$ cat src/rtl/sdram_word_bridge.sv
// sdram_word_bridge
//   Bridges a 16-bit-word CPU request/response port onto a 64-bit-beat SDRAM
//   command port. There is one SDRAM command in flight at a time. An optional
//   single-entry 64-bit read line buffer serves repeat reads of the same beat
//   without an SDRAM access. CPU writes go through to SDRAM. A write that hits
//   the buffered beat also updates the buffer when SDRAM acknowledges it.
//   A programmable wait timeout aborts a command that SDRAM never acknowledges.
//
// Parameters
//   LINE_BUF_EN : 1 = enable the read line buffer, 0 = every read goes to SDRAM
//   TIMEOUT     : max wait cycles for sdram_acknowledge, 0 = wait forever
//
// Ports
//   clk, reset_n            : clock (rising edge) and async active-low reset
//   cpu_req_valid/ready     : request handshake; ready only while idle
//   cpu_req_write           : 1 = write, 0 = read
//   cpu_req_addr [29:0]     : 16-bit-word address
//   cpu_req_be   [1:0]      : byte enables of the word
//   cpu_req_wdata[15:0]     : write data
//   cpu_rsp_valid           : one-cycle pulse per accepted request
//   cpu_rsp_rdata[15:0]     : read data (0 for writes and errors)
//   cpu_rsp_error           : request timed out
//   sdram_address[27:0]     : beat address (word address >> 2)
//   sdram_byte_enable[7:0]  : lane-shifted byte enables (all set for reads)
//   sdram_read/sdram_write  : command strobes, held until acknowledge
//   sdram_write_data[63:0]  : write word replicated on all four lanes
//   sdram_acknowledge       : completes the outstanding command
//   sdram_read_data[63:0]   : read beat, sampled with acknowledge

// Next-state value of one 16-bit lane of the line buffer.
module sdram_word_bridge_lane #(
    parameter int VEC_W = 16
) (
    input  logic [VEC_W-1:0]   cur_i,  // current buffer contents
    input  logic [VEC_W-1:0]   rd_i,   // this lane of the SDRAM read beat
    input  logic [VEC_W-1:0]   wr_i,   // CPU write data
    input  logic [VEC_W/8-1:0] be_i,   // byte enables for this lane
    input  logic               ld_i,   // refill from SDRAM
    input  logic               st_i,   // write-through merge
    output logic [VEC_W-1:0]   nxt_o
);
    always_comb begin
        nxt_o = cur_i;
        if (ld_i) begin
            nxt_o = rd_i;
        end else if (st_i) begin
            for (int b = 0; b < VEC_W/8; b++) begin
                if (be_i[b]) nxt_o[8*b +: 8] = wr_i[8*b +: 8];
            end
        end
    end
endmodule

module sdram_word_bridge #(
    parameter int LINE_BUF_EN = 1,
    parameter int TIMEOUT     = 1023
) (
    input  logic        clk,
    input  logic        reset_n,
    input  logic        cpu_req_valid,
    output logic        cpu_req_ready,
    input  logic        cpu_req_write,
    input  logic [29:0] cpu_req_addr,
    input  logic [1:0]  cpu_req_be,
    input  logic [15:0] cpu_req_wdata,
    output logic        cpu_rsp_valid,
    output logic [15:0] cpu_rsp_rdata,
    output logic        cpu_rsp_error,
    output logic [27:0] sdram_address,
    output logic [7:0]  sdram_byte_enable,
    output logic        sdram_read,
    output logic        sdram_write,
    output logic [63:0] sdram_write_data,
    input  logic        sdram_acknowledge,
    input  logic [63:0] sdram_read_data
);
    localparam int NUM_LANES = 4;
    localparam int VEC_W     = 16;
    localparam bit BUF_EN    = (LINE_BUF_EN != 0);
    localparam bit TO_EN     = (TIMEOUT != 0);
    localparam int CW        = TO_EN ? $clog2(TIMEOUT + 1) : 1;
    // Timeout fires on the last allowed wait cycle, so the strobe is high
    // for exactly TIMEOUT cycles.
    localparam int TO_LAST_I = TO_EN ? TIMEOUT - 1 : 0;
    localparam logic [CW-1:0] TO_LAST = TO_LAST_I[CW-1:0];

    typedef enum logic [1:0] {IDLE, RD_WAIT, WR_WAIT, RESP} state_e;

    typedef struct packed {
        logic [29:0] addr;
        logic [15:0] wdata;
    } req_t;

    state_e state_q, state_d;
    req_t   req_q, req_d;
    logic [7:0]    be_q, be_d;
    logic [CW-1:0] cnt_q, cnt_d;
    logic [15:0]   rdata_q, rdata_d;
    logic          err_q, err_d;
    logic [27:0]   tag_q, tag_d;
    logic          bval_q, bval_d;

    logic [NUM_LANES-1:0][VEC_W-1:0] buf_q, buf_d, rd_beat;
    logic buf_ld, buf_st;
    logic hit, buf_match, timeout;

    assign rd_beat = sdram_read_data;

    // Lookup for an incoming read, compared against the live request.
    assign hit = BUF_EN && bval_q && !cpu_req_write && (tag_q == cpu_req_addr[29:2]);
    // Write-through check against the captured request.
    assign buf_match = bval_q && (tag_q == req_q.addr[29:2]);
    // An ack in the same cycle wins over the timeout.
    assign timeout = TO_EN && (cnt_q == TO_LAST) && !sdram_acknowledge;

    always_comb begin
        state_d = state_q;
        req_d   = req_q;
        be_d    = be_q;
        cnt_d   = cnt_q;
        rdata_d = rdata_q;
        err_d   = err_q;
        tag_d   = tag_q;
        bval_d  = bval_q;
        buf_ld  = 1'b0;
        buf_st  = 1'b0;
        case (state_q)
            IDLE: begin
                if (cpu_req_valid) begin
                    req_d.addr  = cpu_req_addr;
                    req_d.wdata = cpu_req_wdata;
                    cnt_d       = '0;
                    if (cpu_req_write) begin
                        be_d    = {6'b0, cpu_req_be} << {cpu_req_addr[1:0], 1'b0};
                        state_d = WR_WAIT;
                    end else if (hit) begin
                        rdata_d = buf_q[cpu_req_addr[1:0]];
                        err_d   = 1'b0;
                        state_d = RESP;
                    end else begin
                        be_d    = 8'hFF;
                        state_d = RD_WAIT;
                    end
                end
            end
            RD_WAIT: begin
                if (sdram_acknowledge) begin
                    rdata_d = rd_beat[req_q.addr[1:0]];
                    err_d   = 1'b0;
                    if (BUF_EN) begin
                        buf_ld = 1'b1;
                        tag_d  = req_q.addr[29:2];
                        bval_d = 1'b1;
                    end
                    state_d = RESP;
                end else if (timeout) begin
                    rdata_d = '0;
                    err_d   = 1'b1;
                    bval_d  = 1'b0;
                    state_d = RESP;
                end else begin
                    cnt_d = cnt_q + 1'b1;
                end
            end
            WR_WAIT: begin
                if (sdram_acknowledge) begin
                    rdata_d = '0;
                    err_d   = 1'b0;
                    buf_st  = buf_match;
                    state_d = RESP;
                end else if (timeout) begin
                    rdata_d = '0;
                    err_d   = 1'b1;
                    bval_d  = 1'b0;
                    state_d = RESP;
                end else begin
                    cnt_d = cnt_q + 1'b1;
                end
            end
            RESP: state_d = IDLE;
            default: state_d = IDLE;
        endcase
    end

    for (genvar g = 0; g < NUM_LANES; g++) begin : g_lane
        sdram_word_bridge_lane #(.VEC_W(VEC_W)) u_lane (
            .cur_i (buf_q[g]),
            .rd_i  (rd_beat[g]),
            .wr_i  (req_q.wdata),
            .be_i  (be_q[2*g +: 2]),
            .ld_i  (buf_ld),
            .st_i  (buf_st),
            .nxt_o (buf_d[g])
        );
    end

    always_ff @(posedge clk or negedge reset_n) begin
        if (!reset_n) begin
            state_q <= IDLE;
            req_q   <= '0;
            be_q    <= '0;
            cnt_q   <= '0;
            rdata_q <= '0;
            err_q   <= 1'b0;
            tag_q   <= '0;
            bval_q  <= 1'b0;
            buf_q   <= '0;
        end else begin
            state_q <= state_d;
            req_q   <= req_d;
            be_q    <= be_d;
            cnt_q   <= cnt_d;
            rdata_q <= rdata_d;
            err_q   <= err_d;
            tag_q   <= tag_d;
            bval_q  <= bval_d;
            buf_q   <= buf_d;
        end
    end

    // Strobes and response valid decode straight from state, so an async
    // reset drops them in the same instant.
    assign cpu_req_ready     = (state_q == IDLE);
    assign cpu_rsp_valid     = (state_q == RESP);
    assign cpu_rsp_rdata     = rdata_q;
    assign cpu_rsp_error     = err_q;
    assign sdram_read        = (state_q == RD_WAIT);
    assign sdram_write       = (state_q == WR_WAIT);
    assign sdram_address     = req_q.addr[29:2];
    assign sdram_byte_enable = be_q;
    assign sdram_write_data  = {NUM_LANES{req_q.wdata}};

endmodule

$ cat config.mk
export PLATFORM = sky130hd
export DESIGN_NAME = sdram_word_bridge
export DESIGN_NICKNAME = d
export VERILOG_FILES = /design/src/rtl/sdram_word_bridge.sv
export SDC_FILE = /design/constraint.sdc
export NUM_CORES = 1
export LEC_CHECK = 0
export ABC_AREA = 1
export ABC_CLOCK_PERIOD_IN_PS = 2500
export CORE_ASPECT_RATIO = 0.9
export CORE_MARGIN = 2
export CORE_UTILIZATION = 29
export DETAILED_ROUTE_END_ITERATION = 8
export SYNTH_ARGS = -nofsm -noshare
export SYNTH_HDL_FRONTEND = slang
export SYNTH_SLANG_ARGS = --single-unit
$ cat constraint.sdc
create_clock -name clk -period 2.5 [get_ports clk]
set_input_delay 0.5 -clock clk [delete_from_list [all_inputs] [get_ports clk]]
set_output_delay 0.5 -clock clk [all_outputs]
set_load 0.03 [all_outputs]
; ---- Yosys cells after proc, flatten, opt, wreduce, memory -nomap -nowiden
; Cells that the tools add are included.
[op_classes]
order_cmp = 2
mul = 0
add_sub_neg = 1
bitwise = 0
eq_ne = 14
n_reduce_logical = 36
div_mod_pow = 0
mux = 53
shifts = 1
[op_table]
columns = cell, n
row1 = $mux 16, 16
row2 = $mux 8, 10
row3 = $bmux 16 s2, 2
row4 = $eq 28x28->1, 2
row5 = $pmux 16 s3, 1
row6 = $mux 10, 3
row7 = $reduce_and 2->1, 12
row8 = $reduce_bool 2->1, 11
row9 = $pmux 10 s2, 1
row10 = $mux 1, 12
row11 = $ne 2x2->1 const B, 6
row12 = $add 10x1->10 const B, 1
row13 = $eq 10x10->1 const B, 1
row14 = $mux 2, 5
row15 = $reduce_and 4->1, 2
row16 = $shl 2x3->8, 1
row17 = $lt 2x3->1 const B, 2
row18 = $pmux 2 s3, 1
row19 = $reduce_and 5->1, 1
row20 = $eq 2x2->1 const B, 2
row21 = $logic_and 1x1->1, 4
row22 = $pmux 1 s2, 2
row23 = $ne 3x1->1 const B, 1
row24 = $reduce_and 3->1, 1
row25 = other kinds (6), 7
[totals]
mem_bits_ro = 0
word_cells = 124
ff_bits = 176
mem_bits_rw = 0
in_bits = 117
out_inout_bits = 121
n_memories = 0
latchBits = 0

; ---- Longest topological paths before layout
[logic_depth]
ltp_word = 7
depth_mapped = 14
ltp_nobuf = 13

; ---- Cells and area by module
; Synthesis repeated with hierarchy kept, for this count alone.
[hier_totals]
hier_cells = 1643
area_unflattened_um2 = 12084.1
[modules_own_cells]
columns = mod, cells_each, area_per_inst_um2, seq_area_each_um2, instances
row1 = sdram_word_bridge, 1155, 9121.2, 4404.2, 1
row2 = sdram_word_bridge_lane, 122, 740.7, 0.0, 4

; ---- Worst setup path after synthesis
; No wires, ideal clock.
[synth_path]
kind = register -> register
from = register state_q[0]
to = register req_q, in the netlist sdram_write_data[10]
n_path_buf = 3
arrival_ns = 1.858
slack_ns = 0.526
t_required_ns = 2.384
stages_incl_launch_ff = 9
period_less_slack_ns = 1.974
setup_ns = 0.116
path_cell_list = dfrtp_1 > inv_1 > ha_1 > buf_2 > nand2_1 > buf_2 > buf_1 > nand2_1 > nand2_1
[synth_via]
elab_chain_len = 2
[synth_lines]
columns = element, line
row1 = start: declaration, 94  ; state_e state_q, state_d;
row2 = start signal: assignment, 209  ; state_q <= state_d;
row3 = $logic_not 2->1, -
row4 = net cpu_req_ready, 61  ; output logic cpu_req_ready,
row5 = $reduce_and 2->1 (no line), -
row6 = end signal: assignment, 210  ; req_q <= req_d;
row7 = end: declaration, 95  ; req_t req_q, req_d;
; The timed path passes the listed nets, and every way through them passes these cells.
; A chain may end at the register's enable or synchronous reset.

; ---- Worst setup path in the final report
[layout_path]
from = register state_q[0]
to = output port cpu_req_ready
[layout_via]
elab_chain_len = 1
[layout_lines]
columns = element, line
row1 = $logic_not 2->1, 223  ; assign cpu_req_ready = (state_q == IDLE);
row2 = end: declaration, 61
; No other way between the ends.

==> flow_summary_export.csv <==
group,metric,value,unit
run_status,status,"complete, no violations",
route,dr.pass1.iters,8,
floorplanning,io_pins,238,
worst_setup_path,cp.arrival,1870,ps
flow_run,drv_cap,0,
worst_setup_path,crit_type,"reg -> out",
yosys,postSynthCellCount,1512,
sta,tightest_slew,625,ps
sta,max_freq,422,MHz
sta,rsz0062_at_grt,"no",
cts,clock_latency,450,ps
worst_setup_path,r2r-end,"buf_q[16]",
grt,grt_first_pass_wirelength,56200,microns
route,wl_per_cell,16.9,microns
worst_setup_path,crit_chain,"inv_1 > ha_1 > clkdlybuf4s50_1",
sta,holdWs,31.8,ps
yosys,seq_area_frac_synth,40.6,%
worst_setup_path,crit_path_end_kind,"output pin",
finish,stdcell_count,2143,
sta,final_hold_viol_count,0,
floorplanning,dieHeight,187,microns
worst_setup_path,cp_max_fo,4,
grt,grt_pass1_vias,9789,
worst_setup_path,cp.required,2000,ps
cts,htree_levels,4,
finish,num-fill-cells,3908,
yosys,yosys_register_bits,176,
worst_setup_path,crit_family,"buffers and inverters",
yosys,avgSynthCellArea,7.17,sq um
power,peakVddDrop,0.000701,V
grt,grt_usage,18.5,%
worst_setup_path,reg2reg_from,"state_q[0]",
worst_setup_path,cp-start-kind,"register",
worst_setup_path,path_buf_inv,2,
cts,holdBufCountCts,0,
placement,gp_congestion,0.881,
route,drcViolationCount,0,
finish,fin_nets,1768,
cts,numCtsBuffers,17,
sta,worst_slack,129,ps
worst_setup_path,worst_path_largest_cell_delay,690,ps
yosys,syn_area,10800,sq um
yosys,synth.distinct_cells,37,
hold_path,hold_path_class,"in -> async",
grt,antenna_found_initial,4,
floorplanning,dieWidth,208,microns
sta,drv_slew,0,
route,drt-total-wl,36300,microns
placement,dp_cells,2109,
route,via_count,10300,
finish,fin_util,37.2,%
grt,grt_max_degree,72,
worst_setup_path,r2r_setup_slack,300,ps
cts,numClockSinks,176,
sta,clock_skew,20.7,ps
route,drt_first_iter_violations,874,
power,power_density,1240,nW/um^2
placement,io_buffers,237,
cts,tritoncts,"done",
sta,tns,0,ps
cts,clock-root-buffer,"clkbuf_16",
sta,finalCriticalPeriod,2370,ps
placement,pre_cts_slack,82.7,ps
floorplanning,dieArea,39000,sq um
finish,drive_above_1_share,6.39,%
sta,relSlewSlack,58.3,%
route,antenna_left,0,
floorplanning,start_util,29.3,%
worst_setup_path,cp_slowest_cell,"clkdlybuf4s50_1",
floorplanning,coreArea,37100,sq um
cts,clk_pin_slew,70,ps
cts,clockBufferDepth,2,
placement,dp_hpwl,28100,microns
route,vias_per_cell,4.81,
yosys,ys.warnings.count,0,
floorplanning,core.rowCount,67,
finish,area_growth,27.2,%
power,p_leak,6.73,nW
yosys,syn_nets,1635,
sta,finalSetupViolations,0,
cts,cts_resized,0,
cts,post_cts_buffers,0,
worst_setup_path,reg2reg_depth,12,
grt,overflow,0,
sta,post-route-period-util,94.9,%
kinds of logic after synthesis:
family	synth area share, %
simple gates	29.7
compound gates	12.7
buf+inv	14.2
fa+ha+maj	0.692
flops	40.6
xor+xnor	2.10
routing by layer:
metal,track usage (%),vias to the layer above,wire length [microns]
li1,-,5002,-
met1,26.7,4827,16900
met2,27.5,427,15700
met3,3.88,43,2870
met4,5.76,4,784
met5,0,-,26
worst reg2reg max path, cell delays in order (launching register included):
cell     delay [ps]
dfrtp_1         420
inv_1           100
ha_1            240
nand2_1          70
nor2_1          180
nand2_1         100
nor2_2          130
nand2_2          90
nor2_8          310
nand3_4         220
nand2_4         180
nand2_1          70
nand2_1          60
cells in the mapped netlist, drive strengths merged:
| cell type | count | area share (%) |
|---|---|---|
| a21oi | 16 | 0.74 |
| nor3 | 4 | 0.23 |
| buf | 118 | 7.7 |
| or2 | 2 | 0.12 |
| nor3b | 2 | 0.14 |
| ha | 6 | 0.69 |
| nand4 | 14 | 0.81 |
| dfrtp | 176 | 41 |
| nor2 | 91 | 3.5 |
| clkinv | 3 | 0.12 |
| o22ai | 17 | 0.98 |
| clkbuf | 41 | 1.4 |
| nand2 | 509 | 19 |
| nand3 | 115 | 6.3 |
| inv | 145 | 5.0 |
| o211ai | 16 | 1.1 |
| o31ai | 4 | 0.28 |
| nor4 | 1 | 0.058 |
| a21boi | 1 | 0.10 |
| xnor2 | 19 | 1.5 |
| o21ai | 205 | 9.5 |
| xor2 | 7 | 0.57 |
through the flow:
step	cell area [sq um]	total power, W
after CTS	13800	0.0172
after global routing	13800	0.0182
after global placement	13200	0.0143
final	13800	0.0170
after floorplan	10800	0.0116
after detailed placement	13200	0.0144
cells in the final DEF, fill, tap and decap left out, types with 2 or more instances in the layout:
cell type        synthesis  final
nand2_1                495    493
clkdlybuf4s50_1          0    234
o21ai_0                203    203
dfrtp_1                176    176
inv_1                  143    143
nand3_1                106    106
nor2_1                  85     85
buf_4                   95     28
xnor2_1                 19     19
o22ai_1                 17     17
clkbuf_16                0     17
a21oi_1                 16     16
o211ai_1                16     16
nand4_1                 14     14
nand2_4                 10     11
nand3_4                  8      8
buf_12                   0      8
xor2_1                   7      7
inv_6                    0      7
ha_1                     6      6
nand2_2                  3      4
nor2_2                   4      4
o31ai_1                  4      4
clkinv_2                 1      3
nor3_1                   3      3
diode_2                  0      2
inv_2                    2      2
o21ai_1                  2      2
nor2_8                   2      2
clkinv_1                 2      2
nor3b_1                  2      2
inv_8                    0      2
clkinv_8                 0      2
clkinvlp_4               0      2
dlymetal6s2s_1           0      2
final cells by class:
type / instances / area [sq um] / area share, %
clock buffers: 17 / 425 / 3.08
diodes: 2 / 5.00 / 0.0363
repair buffers: 273 / 2750 / 19.9
inverters: 148 / 557 / 4.04
well taps: 483 / 604 / 4.38
clock inverters: 15 / 141 / 1.03
flip-flops and latches: 176 / 4400 / 31.9
multi-input cells: 1029 / 4910 / 35.6
power breakdown:
group	internal [W]	total, W	switching [W]	leakage (nW)
registers	0.00401	0.00522	0.00121	2.25
logic	0.00342	0.00918	0.00575	4.21
clock network	0.00132	0.00265	0.00133	0.275
sequential cells by signal (all words and copies together) (netlist names):
signal             count
buf_q                 64
sdram_address         28
tag_q                 28
cpu_rsp_rdata         16
sdram_write_data      16
cnt_q                 10
sdram_byte_enable      8
req_q                  2
state_q                2
bval_q                 1
cpu_rsp_error          1
worst max path at each step:
stage / from / slack, ps / end / depth (start not counted)
global placement: cpu_req_addr[7] / 120 / cpu_rsp_rdata[11] / 12
detailed placement: sdram_acknowledge / 80 / buf_q[16] / 11
finish: state_q[0] / 130 / cpu_req_ready / 3
CTS: state_q[1] / 50 / sdram_read / 3
floorplan: state_q[0] / 530 / sdram_write_data[10] / 8
global route: state_q[0] / 20 / cpu_req_ready / 3
Power figures use the tool's default switching activity.
